**src/rtl/chan_err_injector.sv**
```systemverilog
// Channel model between encoder and decoder: registers each symbol and XORs a mask in during bursts.
// Optional statistics counters are built only when CHAN_STATS_EN is defined.
module chan_err_injector #(
    parameter int W      = 2,
    parameter int CNT_W  = 16,
    parameter int LFSR_W = 16
) (
    input  logic              clk,
    input  logic              rst,
    input  logic              cfg_load,
    input  logic [1:0]        cfg_mode,
    input  logic [CNT_W-1:0]  cfg_period,
    input  logic [3:0]        cfg_burst_len,
    input  logic [W-1:0]      cfg_mask,
    input  logic [7:0]        cfg_thresh,
    input  logic [LFSR_W-1:0] cfg_seed,
    input  logic              clr_stats,
    input  logic              in_valid,
    input  logic [W-1:0]      in_sym,
    output logic              out_valid,
    output logic [W-1:0]      out_sym,
    output logic              err_flag,
    output logic [CNT_W-1:0]  sym_ct,
    output logic [CNT_W-1:0]  bad_bit_ct,
    output logic              dbg_state
);
    localparam logic [0:0]        S_IDLE   = 1'b0;
    localparam logic [0:0]        S_BURST  = 1'b1;
    localparam logic [LFSR_W-1:0] SEED_DEF = 16'hACE1;
    // Galois taps for x^16+x^14+x^13+x^11+1, right-shifting form
    localparam logic [LFSR_W-1:0] TAPS     = 16'hB400;

    logic [1:0]        sh_mode;
    logic [CNT_W-1:0]  sh_period;
    logic [3:0]        sh_burst_len;
    logic [W-1:0]      sh_mask;
    logic [7:0]        sh_thresh;

    logic [0:0]        state;
    logic [3:0]        remaining;
    logic [CNT_W-1:0]  phase;
    logic [CNT_W-1:0]  phase_next;
    logic [CNT_W-1:0]  idx;
    logic [LFSR_W-1:0] lfsr;
    logic [LFSR_W-1:0] lfsr_next;
    logic [LFSR_W-1:0] seed_eff;
    logic              armed;
    logic              trig;
    logic              corrupt;

    always_ff @(posedge clk or negedge rst) begin
        if (!rst) begin
            sh_mode      <= 2'd0;
            sh_period    <= '0;
            sh_burst_len <= 4'd1;
            sh_mask      <= '0;
            sh_thresh    <= 8'd0;
        end else if (cfg_load) begin
            sh_mode      <= cfg_mode;
            sh_period    <= cfg_period;
            sh_burst_len <= (cfg_burst_len == 4'd0) ? 4'd1 : cfg_burst_len;
            sh_mask      <= cfg_mask;
            sh_thresh    <= cfg_thresh;
        end
    end

    always_comb begin
        trig = 1'b0;
        case (sh_mode)
            2'd1:    trig = (sh_period != '0) && (phase == '0) && (idx != '0);
            2'd2:    trig = (lfsr[7:0] < sh_thresh);
            2'd3:    trig = (sh_period != '0) && armed && (idx == sh_period);
            default: trig = 1'b0;
        endcase
    end

    assign corrupt    = in_valid && ((state == S_BURST) || trig);
    assign phase_next = ((sh_period == '0) || (phase == sh_period - CNT_W'(1))) ? '0 : phase + CNT_W'(1);
    assign lfsr_next  = lfsr[0] ? ((lfsr >> 1) ^ TAPS) : (lfsr >> 1);
    assign seed_eff   = (cfg_seed == '0) ? SEED_DEF : cfg_seed;

    // cfg_load restarts everything after the current symbol used the old settings
    always_ff @(posedge clk or negedge rst) begin
        if (!rst) begin
            state     <= S_IDLE;
            remaining <= 4'd0;
            phase     <= '0;
            idx       <= '0;
            lfsr      <= SEED_DEF;
            armed     <= 1'b1;
        end else if (cfg_load) begin
            state     <= S_IDLE;
            remaining <= 4'd0;
            phase     <= '0;
            idx       <= '0;
            lfsr      <= seed_eff;
            armed     <= 1'b1;
        end else if (in_valid) begin
            phase <= phase_next;
            lfsr  <= lfsr_next;
            idx   <= clr_stats ? '0 : idx + CNT_W'(1);
            if (state == S_IDLE) begin
                if (trig) begin
                    if (sh_mode == 2'd3) armed <= 1'b0;
                    if (sh_burst_len > 4'd1) begin
                        state     <= S_BURST;
                        remaining <= sh_burst_len - 4'd1;
                    end
                end
            end else begin
                if (remaining == 4'd1) state <= S_IDLE;
                remaining <= remaining - 4'd1;
            end
        end else if (clr_stats) begin
            idx <= '0;
        end
    end

    always_ff @(posedge clk or negedge rst) begin
        if (!rst) begin
            out_valid <= 1'b0;
            out_sym   <= '0;
            err_flag  <= 1'b0;
        end else begin
            out_valid <= in_valid;
            err_flag  <= corrupt && (sh_mask != '0);
            if (in_valid) out_sym <= corrupt ? (in_sym ^ sh_mask) : in_sym;
        end
    end

    assign dbg_state = state;

`ifdef CHAN_STATS_EN
    function automatic logic [CNT_W-1:0] popcount(input logic [W-1:0] v);
        logic [CNT_W-1:0] n;
        n = '0;
        for (int i = 0; i < W; i++) n = n + CNT_W'(v[i]);
        return n;
    endfunction

    logic [CNT_W-1:0] bad_ct;
    logic [CNT_W:0]   bad_sum;

    assign bad_sum = {1'b0, bad_ct} + {1'b0, popcount(sh_mask)};

    always_ff @(posedge clk or negedge rst) begin
        if (!rst) begin
            bad_ct <= '0;
        end else if (cfg_load || clr_stats) begin
            bad_ct <= '0;
        end else if (corrupt) begin
            bad_ct <= bad_sum[CNT_W] ? '1 : bad_sum[CNT_W-1:0];
        end
    end

    assign sym_ct     = idx;
    assign bad_bit_ct = bad_ct;
`else
    assign sym_ct     = '0;
    assign bad_bit_ct = '0;
`endif

endmodule
```
**config.mk**
```make
export PLATFORM = sky130hd
export DESIGN_NAME = chan_err_injector
export DESIGN_NICKNAME = d
export VERILOG_FILES = /design/src/rtl/chan_err_injector.sv
export SDC_FILE = /design/constraint.sdc
export NUM_CORES = 1
export LEC_CHECK = 0
export ABC_AREA = 1
export ABC_CLOCK_PERIOD_IN_PS = 2430
export BUFFER_PORTS_ARGS = -buffer_cell sky130_fd_sc_hd__buf_2
export CAP_MARGIN = 20
export CELL_PAD_IN_SITES_DETAIL_PLACEMENT = 1
export CELL_PAD_IN_SITES_GLOBAL_PLACEMENT = 1
export CORE_MARGIN = 1.5
export CORE_UTILIZATION = 42
export CTS_CLUSTER_SIZE = 30
export DETAILED_ROUTE_END_ITERATION = 8
export GPL_TIMING_DRIVEN = 0
export PLACE_DENSITY = 0.93
export SLEW_MARGIN = 20
export SYNTH_ARGS = -nofsm -noshare
export SYNTH_HDL_FRONTEND = slang
export SYNTH_SLANG_ARGS = --single-unit
```
**constraint.sdc**
```tcl
create_clock -name clk -period 2.43 [get_ports clk]
set_clock_uncertainty 0.05 [all_clocks]
set_input_delay 0.486 -clock clk [delete_from_list [all_inputs] [get_ports clk]]
set_output_delay 0.486 -clock clk [all_outputs]
set_load 0.02 [all_outputs]
```
# Word level (Yosys, flattened, before mapping)
# Index checks and enable logic that the tools add are counted.
# totals
latchBits	0
ramBits	0
rom_bits	0
register_bits	90
wordCells	83
input_bits	55
memories	0
output_inout_bits	37
# classes
n_div	0
bitwise_logic	2
reduce_logical	23
eq_ne	7
mux	30
addsub	5
shifts	0
order_cmp	2
multipliers	0
# op_table
cell	count
$mux W16	11
$logic_not A16 Y1	3
$add A16 B1 Y16 const B	2
$eq A16 B16 Y1	2
$reduce_bool A16 Y1	2
$mux W4	6
$sub A16 B1 Y16 const B	1
$mux W1	11
$reduce_bool A3 Y1	3
$lt A8 B8 Y1	1
$reduce_bool A2 Y1	4
$sub A4 B1 Y4 const B	2
$logic_and A1 B1 Y1	6
$eq A2 B2 Y1 const B	2
$eq A4 B1 Y1 const B	1
$gt A4 B1 Y1 const B	1
$logic_not A4 Y1	1
$not A3 Y4	1
$reduce_and A4 Y1	1
$pmux W1 S3	1
$reduce_and A3 Y1	1
$eq A2 B1 Y1 const B	1
$logic_or A1 B1 Y1	2
$mux W2	1
other kinds (2)	2

# Longest topological paths before layout
# Gate-level depths: netlist of run 1.
# depth
word_depth	8
ltp_mapped	18
mapped_depth_nobuf	18

# Worst setup path after synthesis of run 1
# No wires, ideal clock.
# synth_timing
path_kind	flip-flop to flip-flop
startpoint	register sh_period[0]
endpoint	register phase[11]
n_path_buf	1
setup_ns	0.121
required_time_ns	2.259
path_slack_ns	0.526
stages_incl_launch_ff	15
arrival_ns	1.733
synth_period_minus_slack_ns	1.904
cell_sequence	dfrtp_1 inv_2 ha_1 nand2_4 nor2_8 nand3_1 nand2_1 nand2_1 nor2_1 nand3_1 nor2_1 nand2_2 nand2_4 buf_12 o21ai_2
# synth_between
elab_chain_len	6
word_cells_on_any_way	7
classes_between	add/sub (1); eq/ne (1); mux (3); reduce/logical (2)
# synth_rtl
element	line	source
start: declaration	34	logic [CNT_W-1:0] sh_period;
start signal: assignment	60	sh_period <= cfg_period;
$sub A16 B1 Y16	78	assign phase_next = ((sh_period == '0) || (phase == sh_period - CNT_W'(1))) ? '0 : phase + CNT_W'(1);
$eq A16 B16 Y1	78	
$logic_or A1 B1 Y1 *	78	
$mux W16 *	78	
$mux W16 *	98	end else if (in_valid) begin
$mux W16 *	91	end else if (cfg_load) begin
end signal: assignment	99	phase <= phase_next;
end: declaration	41	logic [CNT_W-1:0] phase;
# Every way passes the cells marked *; elsewhere a longest branch is shown, timed or not. The select of a mux whose other input is x is not followed.
# A chain may end at the register's enable or synchronous reset.

# Final worst setup path of run 1
# layout_timing
startpoint	register sh_period[1]
endpoint	register phase[5]
# Same word-level chain as after synthesis.

==> implementation parameters, run 1 <==
Parameter                              Value

Floorplanning
  Initial cell density of the core ... 0.436
  Core region area ... 13,400 um2
  Number of placement rows ... 42
  Ports placed on the boundary ... 92
  Die ar. ... 14,600 um2
  Chip height ... 121 um
  Die extent in x ... 121 um

Worst setup path
  Critical path class ... reg2reg
  Critical path launch point type ... flop
  Dominant delay contributor by cell family on the critical path ... simple AND/OR/NAND/NOR gates
  Largest incremental delay on the critical path ... 0.41 ns
  Worst-path cell with the longest stage delay ... dfrtp_1
  Element type at the critical path end ... flop
  Max FO, Critical Path ... 10
  Critical-path cell list ... inv_1 > ha_2 > nand2_4 > nor2_8 > nand3_1 > nand2_1 > nand2_1 > nor2_1 > nand3_1 > nor2_1 > nand2_2 > nand2_4 > buf_12 > o21ai_2
  Req. time, crit path ... 2.63 ns
  Crit path DAT ... 2.49 ns
  Buffers & Inverters on Critical Path ... 2

Power and ir drop
  Reported net switching power ... 0.00134 W
  Power per cell area ... 613 nW/um2
  Sequential Power Share ... 0.416
  Combinational fraction of design power ... 0.205
  Max VDD drop ... 0.389 mV
  Switching power as a share of total power ... 0.318
  Standby leakage power ... 3.39 nW
  Total power draw ... 0.00420 W
  Power share of the clock group ... 0.378
  Cell-internal power ... 0.00286 W

Synth
  Cell type with the highest aggregate area in the netlist ... dfrtp_1
  Async set-reset flop share out of synthesis ... 1.00
  Number of instances in the synthesized netlist ... 791
  Area fraction in and, or, nand and nor cells after synthesis ... 0.266
  Synth warnings ... 0
  Flip-flop cell with the highest count after synthesis ... dfrtp_1
  Dominant cell by count in the synthesized netlist ... nand2_1
  Number of enable-type register cells in the synthesized netlist ... 0
  Synthesized area per cell ... 7.39 um2
  Fraction of the mapped netlist area in adder cells ... 0.0364
  Area of the mapped netlist ... 5840 um2
  Share of cell area taken by muxes after synthesis ... 0
  Area fraction in compound gates after synthesis ... 0.122
  Share of synthesized area occupied by flip-flops and latches ... 0.388
  List of most frequent post-synthesis cells ... nand2_1 (203), inv_1 (95), dfrtp_1 (80), nor2_1 (71), o21ai_0 (71)
  Flops & latches, synth ... 90
  Top cell type's share of synthesized area ... 0.343
  Cells taking the most area after synthesis ... dfrtp_1 (34%), nand2_1 (13%), inv_1 (6.1%)
  Count of unique library cells instantiated by Yosys ... 41
  Combinational family with the most area after synthesis ... simple AND/OR/NAND/NOR gates
  Synth Area in XOR/XNOR ... 0.0645

Layout
  Growth of design area from synthesis to finish ... 17.3%
  Register cell area after layout ... 2260 um2
  Final net count ... 966
  Layout cell share with drive strength beyond 1 ... 0.171
  Multi-input gate area in the final layout ... 2980 um2
  Final cell count without fillers ... 1,076
  Fill count ... 1,780

STA
  Slew Limit Fails ... 0
  Final setup violation count ... 0
  Tmin final ... 2.29 ns
  Max-Slew Margin vs Limit ... 0.468
  Transition time at the pin with the least slew margin ... 0.791 ns
  Peak Freq ... 436 MHz
  Final hold violation count ... 0
  Period utilisation layout ... 0.943

Clocking
  Maximum number of buffers from clock root to sink ... 2
  Clock net sink count ... 90
  Number of CTS-inserted buffers ... 9
  TritonCTS clock tree ... done
  Number of H-tree levels ... 3
  Buffer count from post-CTS setup fixing ... 0
  Root cell of the clock tree ... clkbuf_16
  Insertion delay to the later sink of the worst-skew pair ... 0.37 ns
  Clock slew at the register clock pins of the worst setup and hold paths ... 0.07 ns

Drt
  TritonRoute pass-1 iters ... 4
  Detailed Route Iter0 Violations ... 266
  Remaining antenna violation count after routing ... 0
  Wire length per cell after detailed routing ... 16.4 um
  Residual DRC ... 0
  Vias after detailed routing ... 5,547
  Ratio of routed vias to standard cells ... 5.16
  Sum of routed wire length over all layers ... 17.6 mm

Global route
  Wire length of the first global-routing pass ... 28.7 mm
  Vias in the first global route ... 5,737
  Total global routing overflow ... 0
  Pin count of the biggest net entering global routing ... 69
  Combined global-route utilization of all metal layers ... 0.253
  Initial antenna violation count ... 0

Place
  Number of buffer cells added on primary ports ... 59
  Number of placed cells counting well taps ... 1,058
  Global placer's final weighted congestion ... 0.836
  HPWL reported at the end of detailed placement ... 13.0 mm

Job
  Max-cap viol count ... 0

Min path
  Type of the worst min-delay path ... in2reg

Run status
  Status ... finished, final reports clean
worst paths after layout:
path | slack [ns] | cells past startpoint | from | end
max | 0.14 | 14 | sh_period[1] | phase[5]
min | 0.18 | 1 | in_valid | out_valid
max reg2reg | 0.14 | 14 | sh_period[1] | phase[5]
min reg2reg | 0.43 | 2 | lfsr[13] | lfsr[13]
max in group asynchronous | 1.18 | 3 | rst | sh_burst_len[0]
min in group asynchronous | 0.50 | 2 | rst | idx[3]
per-layer routing:
metal,vias to the layer above,wire length [um],GRT usage
li1,2678,-,-
met1,2687,7730,0.313
met2,147,8760,0.441
met3,35,765,0.0479
met4,0,383,0.0875
met5,-,0,0
placed cells by master (no fill, tap or decap), types with 3 or more instances in the layout:
cell       instances
nand2_1          203
inv_1             95
dfrtp_1           80
o21ai_0           71
nor2_1            70
buf_2             59
nand3_1           49
buf_4             32
conb_1            32
xor2_1            29
a21oi_1           17
clkbuf_1          16
ha_1              16
xnor2_1           14
nand4_1           12
o21ai_2           11
dfstp_2           10
clkbuf_16          9
o22ai_1            8
o221ai_1           8
nor3_1             7
nor2_2             5
nor4_1             5
clkbuf_2           3
nand2_2            3
inv_2              3
flip-flops by register name, summed over array words and instances (netlist names):
| name | count |
|---|---|
| sh_burst_len | 4 |
| sh_mask | 2 |
| idx | 16 |
| phase | 16 |
| remaining | 4 |
| err_flag | 1 |
| out_sym | 2 |
| armed | 1 |
| dbg_state | 1 |
| sh_period | 16 |
| sh_thresh | 8 |
| lfsr | 16 |
| out_valid | 1 |
| sh_mode | 2 |
power by group through the flow:
stage / registers (W) / clock network (W) / logic, W
2_1_floorplan: 0.00175 / 0 / 0.000585
3_3_place_gp: 0.00176 / 0 / 0.000807
3_5_place_dp: 0.00177 / 0 / 0.000847
4_1_cts: 0.00174 / 0.00161 / 0.000863
5_1_grt: 0.00176 / 0.00166 / 0.000974
6_report: 0.00175 / 0.00159 / 0.000863
kinds of logic after synthesis:
logic type               after synthesis
other                                  1
AO/OA/AOI/OAI                        123
buffers and inverters                154
AND/OR/NAND/NOR                      363
adder cells (fa/ha/maj)               17
XOR/XNOR                              43
flip-flops                            90
final cells by class:
type / instances / share of cell area
Antenna cell: 1 / 0.000365
Tap cell: 176 / 0.0321
Buffer: 54 / 0.0502
Inverter: 100 / 0.0551
Sequential cell: 90 / 0.330
Clock inverter: 6 / 0.0141
Multi-Input combinational cell: 578 / 0.435
Clock buffer: 10 / 0.0334
Timing Repair Buffer: 61 / 0.0495
stage by stage:
step | instance area (um2) | hold WS [ns] | setup TNS [ns] | worst slack, ns | utilization
final | 6850 | 0.181 | 0 | 0.138 | 0.511
after detailed placement | 6510 | 0.311 | -2.27 | -0.248 | 0.486
after global routing | 6850 | 0.183 | -0.00580 | -0.00463 | 0.511
after CTS | 6840 | 0.177 | 0 | 0.0912 | 0.511
after global placement | 6470 | 0.408 | -6.97 | -0.164 | 0.483
after floorplan | 5960 | 0.140 | 0 | 0.526 | -
what timing repair did:
action / 4_1_cts / 5_1_grt
endpoints found under the hold margin: 22 / 0
hold buffers: 1 / 0
resized for setup: 0 / 3
endpoints found under the setup margin: 0 / 16
Power figures use the tool's default switching activity.
==> run 2: changes to the inputs <==
PLACE_DENSITY = 0.86   (was 0.93)
==> run 2 against run 1 <==
  * Utilization fell by 0.34 points
  * Global-route usage increased by 0.066 points
  * Flip-flop and latch count is the same
  * Sequential share of layout area rose by 0.22 points
  * Hold slack gained 0.018 ns
  * Routed wire length decreased by 1.3%
  * First-iteration DRC count is 5.3% lower
  * Critical path depth unchanged
  * Non-clock buffer count is the same
==> implementation parameters, run 2 (same netlist as run 1, synthesis figures left out) <==
Parameter                              Value

Run status
  Status ... finished, final reports clean

Worst setup path
  Worst setup endpoint ... phase[6]
  Endpoint of the most critical register-to-register path ... phase[6]
  Element type at the critical path end ... flop
  Critical path launch point type ... flop
  FF-to-FF path depth ... 14 (unchanged)
  Crit path DAT ... 2.44 ns (-0.05 ns)
  Max FO, Critical Path ... 10 (unchanged)
  FF-to-FF Start ... sh_period[1]
  Critical path class ... reg2reg
  Setup crit start ... sh_period[1]
  Worst setup slack for register-to-register paths ... 0.18 ns (+0.04 ns)
  Req. time, crit path ... 2.62 ns (about the same)

Clocking
  Maximum number of buffers from clock root to sink ... 2 (unchanged)
  Root cell of the clock tree ... clkbuf_16
  Number of H-tree levels ... 3 (unchanged)
  Number of CTS-inserted buffers ... 9 (unchanged)
  Clock slew at the register clock pins of the worst setup and hold paths ... 0.07 ns (about the same)
  Clock net sink count ... 90 (unchanged)
  TritonCTS clock tree ... done
  Insertion delay to the later sink of the worst-skew pair ... 0.36 ns (about the same)

STA
  Final hold violation count ... 0 (unchanged)
  Peak Freq ... 444 MHz (+1.7%)
  Slew Limit Fails ... 0 (unchanged)
  Final setup violation count ... 0 (unchanged)
  Tmin final ... 2.25 ns (-0.0394 ns)
  Smallest setup slack after layout ... 0.177 ns (+0.0394 ns)
  Max-Slew Margin vs Limit ... 0.465 (-0.00355)
  Setup repair after global routing missed its margin ... no
  Transition time at the pin with the least slew margin ... 0.797 ns (+0.00528 ns)
  Aggregate negative setup slack ... 0 ns (unchanged)
  Period utilisation layout ... 0.927 (-0.0162)

Global route
  Combined global-route utilization of all metal layers ... 0.253 (+0.000656)
  Initial antenna violation count ... 1 (+1)
  Vias in the first global route ... 5,863 (+2.2%)
  Total global routing overflow ... 0 (unchanged)
  Wire length of the first global-routing pass ... 28.6 mm (-0.29%)
  Pin count of the biggest net entering global routing ... 75 (+8.7%)

Layout
  Cell area after layout ... 6810 um2 (-0.66%)
  Growth of design area from synthesis to finish ... 16.5%
  Most frequent cells in the layout ... nand2_1 (203), inv_1 (95), dfrtp_1 (80)
  Leading cell type in the layout, fill and taps excluded ... nand2_1
  Fill count ... 1,756 (-1.3%)
  ANT cells ... 0 (-1)
  Layout cell share with drive strength beyond 1 ... 0.170 (-0.00111)
  Final cell count without fillers ... 1,075 (-0.093%)
  Final net count ... 966 (unchanged)

Floorplanning
  Core region area ... 13,400 um2 (unchanged)
  Die ar. ... 14,600 um2 (unchanged)
  Initial cell density of the core ... 0.436 (unchanged)
  Die extent in x ... 121 um (unchanged)
  Number of placement rows ... 42 (unchanged)
  Chip height ... 121 um (unchanged)
  Ports placed on the boundary ... 92 (unchanged)

Place
  HPWL reported at the end of detailed placement ... 13.0 mm (+0.33%)
  Global placer's final weighted congestion ... 0.849 (+1.7%)
  Number of placed cells counting well taps ... 1,058 (unchanged)
  Worst setup slack after placement ... -0.256 ns (-0.00786 ns)
  Number of buffer cells added on primary ports ... 59 (unchanged)
  Cell area reported after detailed placement ... 6510 um2 (unchanged)

Min path
  Type of the worst min-delay path ... in2reg

Drt
  Residual DRC ... 0 (unchanged)
  Ratio of routed vias to standard cells ... 5.11 (-0.97%)
  TritonRoute pass-1 iters ... 4 (unchanged)
  Wire length per cell after detailed routing ... 16.2 um (-1.3%)
  Vias after detailed routing ... 5,488 (-1.1%)
  Sum of routed wire length over all layers ... 17.4 mm (-1.3%)
  Detailed Route Iter0 Violations ... 252 (-5.3%)
  Remaining antenna violation count after routing ... 0 (unchanged)

Power and ir drop
  Max VDD drop ... 0.393 mV (+1.1%)
  Standby leakage power ... 3.37 nW (-0.59%)
  Power per cell area ... 586 nW/um2 (-4.3%)

Job
  Max-cap viol count ... 0 (unchanged)
-- run 2: worst min-delay path by stage --
stage,from,to,slack [ns],cells after the start
final,in_valid,out_valid,0.20,1
after global routing,in_valid,out_valid,0.19,1
after CTS,in_valid,out_valid,0.19,1
after detailed placement,rst,idx[6],0.28,1
after global placement,remaining[1],remaining[1],0.41,2
after floorplan,rst,dbg_state,0.14,0
-- run 2: layout make-up --
cell class / instances / area, um2 / share of cell area
Clock inverter: 3 / 25.0 / 0.00368
Sequential cell: 90 / 2260 / 0.333
Tap cell: 176 / 220 / 0.0323
Buffer: 54 / 344 / 0.0505
Multi-Input combinational cell: 578 / 2980 / 0.438
Clock buffer: 13 / 260 / 0.0382
Timing Repair Buffer: 61 / 339 / 0.0498
Inverter: 100 / 375 / 0.0551
-- run 2: stage by stage --
step           utilization  power [W]  hold WS [ns]
4_1_cts              0.508    0.00403         0.187
6_report             0.508    0.00399         0.198
3_5_place_dp         0.486    0.00262         0.285
3_3_place_gp         0.483    0.00258         0.410
2_1_floorplan            -    0.00233         0.140
5_1_grt              0.508    0.00419         0.188
-- run 2: where the power goes --
part / total (W) / internal, W / switching [W]
registers: 0.00174 / 0.00163 / 0.000114
logic: 0.000863 / 0.000320 / 0.000543
clock network: 0.00139 / 0.000755 / 0.000633
total: 0.00399 / 0.00270 / 0.00129
-- run 2: critical path: stages (launching register included) --
cell,delay (ns)
dfrtp_1,0.41
inv_1,0.16
ha_2,0.25
nand2_4,0.09
nor2_8,0.15
nand3_1,0.08
nand2_1,0.09
nand2_1,0.06
nor2_1,0.12
nand3_1,0.12
nor2_1,0.13
nand2_2,0.08
nand2_4,0.11
buf_12,0.15
o21ai_2,0.05
-- run 2: repair_timing --
item                                    4_1_cts  5_1_grt
hold buffers                                  1        0
endpoints found under the setup margin        0       13
hold endpoints to repair                     16        0
resized for setup                             0        2
setup buffers                                 0        0
-- run 2: routing by layer --
layer / wire length, um / share of wire / global-route usage / vias up
met5: 13 / 0.00075 / 0 / -
met4: 337 / 0.019 / 0.0838 / 2
met3: 794 / 0.046 / 0.0583 / 28
met2: 8630 / 0.50 / 0.450 / 124
met1: 7620 / 0.44 / 0.302 / 2660
li1: - / - / - / 2674
